<file path="src/rtl/bus_decoder_ctrl.sv">
// bus_decoder_ctrl: registered base/mask peripheral decoder with error completion for unmapped addresses.
// Optional slave response timeout is enabled by defining BUS_DECODER_TIMEOUT_EN.
module bus_decoder_ctrl #(
  parameter int N_SLAVES = 4,
  parameter int ADDR_W = 32,
  parameter int DATA_W = 32,
  parameter logic [N_SLAVES*ADDR_W-1:0] SLV_BASE = {32'h8000_2000, 32'h8000_1000, 32'h8000_0800, 32'h0000_0000},
  parameter logic [N_SLAVES*ADDR_W-1:0] SLV_MASK = {32'hFFFF_F000, 32'hFFFF_FFFC, 32'hFFFF_FFFC, 32'hFFFF_FF00},
  parameter int TIMEOUT_CYCLES = 16
) (
  input  logic                       clk_i,
  input  logic                       rst_i,
  input  logic                       req_i,
  input  logic                       we_i,
  input  logic [ADDR_W-1:0]          addr_i,
  input  logic [DATA_W-1:0]          wdata_i,
  input  logic [DATA_W/8-1:0]        be_i,
  output logic                       busy_o,
  output logic                       rvalid_o,
  output logic [DATA_W-1:0]          rdata_o,
  output logic                       err_o,
  output logic [N_SLAVES-1:0]        slv_req_o,
  output logic                       slv_we_o,
  output logic [ADDR_W-1:0]          slv_addr_o,
  output logic [DATA_W-1:0]          slv_wdata_o,
  output logic [DATA_W/8-1:0]        slv_be_o,
  input  logic [N_SLAVES-1:0]        slv_ready_i,
  input  logic [N_SLAVES*DATA_W-1:0] slv_rdata_i
);
  localparam int SW = N_SLAVES > 1 ? $clog2(N_SLAVES) : 1;
  typedef enum logic [1:0] {IDLE, ACCESS, RESP, ERR} state_t;
  state_t state;
  logic [SW-1:0] sel, hit_idx;
  logic hit, sel_ready, timeout;
  assign busy_o = state != IDLE;
  assign sel_ready = slv_ready_i[sel];
  // Address window match; scanning downwards lets the lowest matching index win
  always_comb begin
    hit = 1'b0;
    hit_idx = '0;
    for (int k = N_SLAVES - 1; k >= 0; k--)
      if ((addr_i & SLV_MASK[k*ADDR_W +: ADDR_W]) == (SLV_BASE[k*ADDR_W +: ADDR_W] & SLV_MASK[k*ADDR_W +: ADDR_W])) begin
        hit = 1'b1;
        hit_idx = SW'(k);
      end
  end
`ifdef BUS_DECODER_TIMEOUT_EN
  localparam int CW = $clog2(TIMEOUT_CYCLES + 1);
  logic [CW-1:0] cnt;
  assign timeout = cnt == CW'(TIMEOUT_CYCLES - 1);
  // Counts unanswered ACCESS cycles; zero whenever not waiting on a slave
  always_ff @(posedge clk_i)
    if (rst_i) cnt <= '0;
    else cnt <= (state == ACCESS && !sel_ready) ? cnt + 1'b1 : '0;
`else
  assign timeout = TIMEOUT_CYCLES < 0;
`endif
  // Transaction FSM; all master and slave facing outputs are registered here
  always_ff @(posedge clk_i) begin
    if (rst_i) begin
      state <= IDLE;
      sel <= '0;
      slv_req_o <= '0;
      slv_we_o <= 1'b0;
      slv_addr_o <= '0;
      slv_wdata_o <= '0;
      slv_be_o <= '0;
      rvalid_o <= 1'b0;
      err_o <= 1'b0;
      rdata_o <= '0;
    end else begin
      case (state)
        IDLE: if (req_i) begin
          sel <= hit_idx;
          slv_we_o <= we_i;
          slv_addr_o <= addr_i;
          slv_wdata_o <= wdata_i;
          slv_be_o <= be_i;
          slv_req_o <= hit ? N_SLAVES'(1) << hit_idx : '0;
          state <= hit ? ACCESS : ERR;
        end
        ACCESS: if (sel_ready) begin
          slv_req_o <= '0;
          rdata_o <= slv_rdata_i[sel*DATA_W +: DATA_W];
          rvalid_o <= 1'b1;
          err_o <= 1'b0;
          state <= RESP;
        end else if (timeout) begin
          slv_req_o <= '0;
          state <= ERR;
        end
        ERR: begin
          rvalid_o <= 1'b1;
          err_o <= 1'b1;
          rdata_o <= '0;
          state <= RESP;
        end
        default: begin
          rvalid_o <= 1'b0;
          err_o <= 1'b0;
          state <= IDLE;
        end
      endcase
    end
  end
endmodule

</file>
<file path="config.mk">
export PLATFORM = sky130hd
export DESIGN_NAME = bus_decoder_ctrl
export DESIGN_NICKNAME = d
export VERILOG_FILES = /design/src/rtl/bus_decoder_ctrl.sv
export SDC_FILE = /design/constraint.sdc
export NUM_CORES = 1
export LEC_CHECK = 0
export BUFFER_PORTS_ARGS = -buffer_cell sky130_fd_sc_hd__buf_2
export CAP_MARGIN = 20
export CORE_MARGIN = 2
export CORE_UTILIZATION = 30
export CTS_CLUSTER_SIZE = 24
export DETAILED_ROUTE_END_ITERATION = 7
export PLACE_DENSITY_LB_ADDON = 0.2
export SYNTH_ARGS = -nofsm -noshare
export SYNTH_HDL_FRONTEND = slang
export SYNTH_SLANG_ARGS = --single-unit
export TNS_END_PERCENT = 10
</file>
<file path="constraint.sdc">
create_clock -name clk_i -period 1.68 [get_ports clk_i]
set_input_delay 0.252 -clock clk_i [delete_from_list [all_inputs] [get_ports clk_i]]
set_output_delay 0.252 -clock clk_i [all_outputs]
set_load 0.01 [all_outputs]
</file>
==> results.json <==
{
  "status": "finished with violations",
  "violations": "negative setup slack",
  "nets": 997,
  "yosysWarningCount": 0,
  "post_drt_via_cell_ratio": 4.880,
  "num_rows": 45,
  "post-route-period-util_pct": 103.2,
  "seqCellArea_um2": 2226,
  "cp-start-kind": "flop",
  "vdd_drop_max_v": 0.0005703,
  "wire_per_inst_um": 16.19,
  "fmax_mhz": 576.6,
  "min_period_ns": 1.734,
  "cap_violations": 0,
  "ant_nets": 0,
  "clock_latency_ns": 0.35,
  "slew_viol_final": 0,
  "synth_top_area_cell": "dfxtp_1",
  "multi_input_comb_area_um2": 2260,
  "cts_tree": "yes",
  "yosysSeqAreaShare_pct": 47.70,
  "ys_seq_elements": 111,
  "overflow": 0,
  "finalSetupViolations": 30,
  "numCtsBuffers": 9,
  "fillers": 1505,
  "pre_cts_slack_ns": -0.2417,
  "finalSetupTns_ns": -0.7977,
  "grt_usage_pct": 17.98,
  "clkTransAtPathRegs_ns": 0.08,
  "cts_buffer_depth": 2,
  "gp_congestion": 0.7872,
  "hold_class": "in -> reg",
  "cp_max_fo": 8,
  "h-tree-depth": 3,
  "dieArea_um2": 16540,
  "setup_ws_ns": -0.05420,
  "start_util_pct": 30.64,
  "pin_count": 312,
  "ys.flop_type": "dfxtp_1",
  "yosysUniqueCellTypes": 37,
  "vias": 4821,
  "maxSlewHeadroom_pct": 70.40,
  "synth_area_leaders": "dfxtp_1 48%, mux4_2 16%, nand2_1 12%, a21oi_1 7.8%, a22o_1 6.0%",
  "worst_pin_slew_ns": 0.4440,
  "required_ns": 1.97,
  "drive_gt1_share_pct": 49.50,
  "cellPowerDensity_nw_per_um2": 886.6,
  "grt_pass1_vias": 4716,
  "leakage_nw": 3.206,
  "grt_pass1_wl_mm": 23.46,
  "syn-num-nets": 687,
  "yosysTopAreaCellShare_pct": 47.70,
  "drc_errors": 0,
  "antenna_found_initial": 2,
  "path_class": "reg -> reg",
  "synth_edf_count": 0,
  "grt_setup_unrepaired": "yes",
  "syn_avg_cell_area_um2": 9.644,
  "cp.arrival_ns": 2.02,
  "grt_max_degree": 55,
  "p_total_w": 0.006116,
  "chipWidth_um": 128.6,
  "netlist_area_um2": 4658,
  "final_core_util_pct": 45.37,
  "cts.sinks": 111,
  "die_h_um": 128.6,
  "root_buffer": "clkbuf_16",
  "drtIter0Drc": 152,
  "ctsHoldBuffers": 0,
  "core_area_um2": 15200,
  "ys_async_sr_fraction_pct": 0,
  "dp_hpwl_mm": 12.15,
  "end_kind": "flop",
  "hold_viol": 0,
  "first_pass_iters": 4,
  "synthCells": 483,
  "syn_to_final_growth_pct": 48.08,
  "finalClockSkew_ns": 0.007007,
  "routed_wirelength_mm": 15.99,
  "io_buffer_count": 311
}
## final cells by class
class                   instances  area share (%)
diodes                          2         0.07256
clock buffers                  11           3.374
clock inverters                 5          0.9251
inverters                       2          0.1088
multi-input cells             330           32.76
flip-flops and latches        111           32.27
well taps                     188           3.410
repair buffers                339           27.08
## report_power, final
part	switching (W)	internal, W	leakage (nW)	total (W)
registers	0.0000885	0.00279	0.907	0.00287
clock network	0.000990	0.00117	0.141	0.00216
logic	0.000551	0.000526	2.16	0.00108
total	0.00163	0.00449	3.21	0.00612
## kinds of logic (layout without fill, tap and decap cells)
family / Yosys count / in the layout / share of synthesized area, %
compound gates: 116 / 116 / 15.61
xor+xnor: 1 / 1 / 0.1881
buf+inv: 42 / 357 / 4.136
flops: 111 / 111 / 47.70
mux: 33 / 33 / 15.95
other cells: 0 / 2 / 0
simple gates: 180 / 180 / 16.41
## cell usage in the layout, fill, tap and decap left out, types with 2 or more instances in the layout
master       n
nand3_1      3
diode_2      2
nor2b_1      2
dfxtp_1    110
a22o_1      32
or3b_2       2
nand3b_1     2
nor4_1       4
mux4_2      33
nor2_1       6
buf_12       5
or4_1        3
a32o_1       2
a31oi_1      2
clkbuf_1     2
clkbuf_16   11
inv_1        2
nor3_1       3
buf_4       20
nand2_1    145
buf_2      311
inv_6        2
o21ai_1      2
a21oi_1     73
## state kept, by name, summed over array words and instances, names as in the netlist
register     cells
err_o            1
state            2
slv_req_o        4
slv_wdata_o     32
rvalid_o         1
sel              2
slv_we_o         1
slv_addr_o      32
rdata_o         32
slv_be_o         4
## cell usage after synthesis (all sizes together), types with 3 or more instances
library cell and instances:
dfxtp 111, clkbuf 27, nor3 3, nand2 146, nor4 4, mux4 33
or4 4, o21ai 3, buf 13, nand3 3, a22o 32, a21oi 73
nor2 7
## critical path, stage by stage, from the launching register on
cell       delay, ns
dfxtp_4         0.37
mux4_2          0.56
o21ai_2         0.18
and2b_4         0.24
clkbuf_16       0.18
a22o_1          0.14
## stage by stage
stage                     instances  instance area, um2  hold slack, ns
after floorplan                 483                4672          0.3778
after global placement          966                6518          0.4383
after detailed placement        966                6518          0.4430
after CTS                       982                6814          0.1224
after global routing            988                6898          0.1278
final                           988                6898          0.1341
## timing repair
| item | in CTS | in global routing |
|---|---|---|
| gates resized for setup | 0 | 4 |
| pin swaps | 20 | 11 |
| endpoints found under the setup margin | 32 | 32 |
| buffers inserted | 0 | 1 |
| gates cloned | 0 | 3 |
## final timing paths
path | startpoint | endpoint | slack, ns | cells after the start
setup reg to reg | sel[0] | rdata_o[16] | -0.05 | 5
hold / removal | wdata_i[27] | slv_wdata_o[27] | 0.13 | 3
hold reg to reg | slv_addr_o[27] | slv_addr_o[27] | 0.45 | 2
setup / recovery | sel[0] | rdata_o[16] | -0.05 | 5
## routing by layer
metal  wire, um  GRT usage, %  up-vias
met2       7935         31.73      200
met5          0             0        -
met3       1122         4.449       24
met1       6522         20.78     2263
met4        412         7.737        0
li1           -             -     2334
No activity file was read; power rests on OpenSTA's default activity.
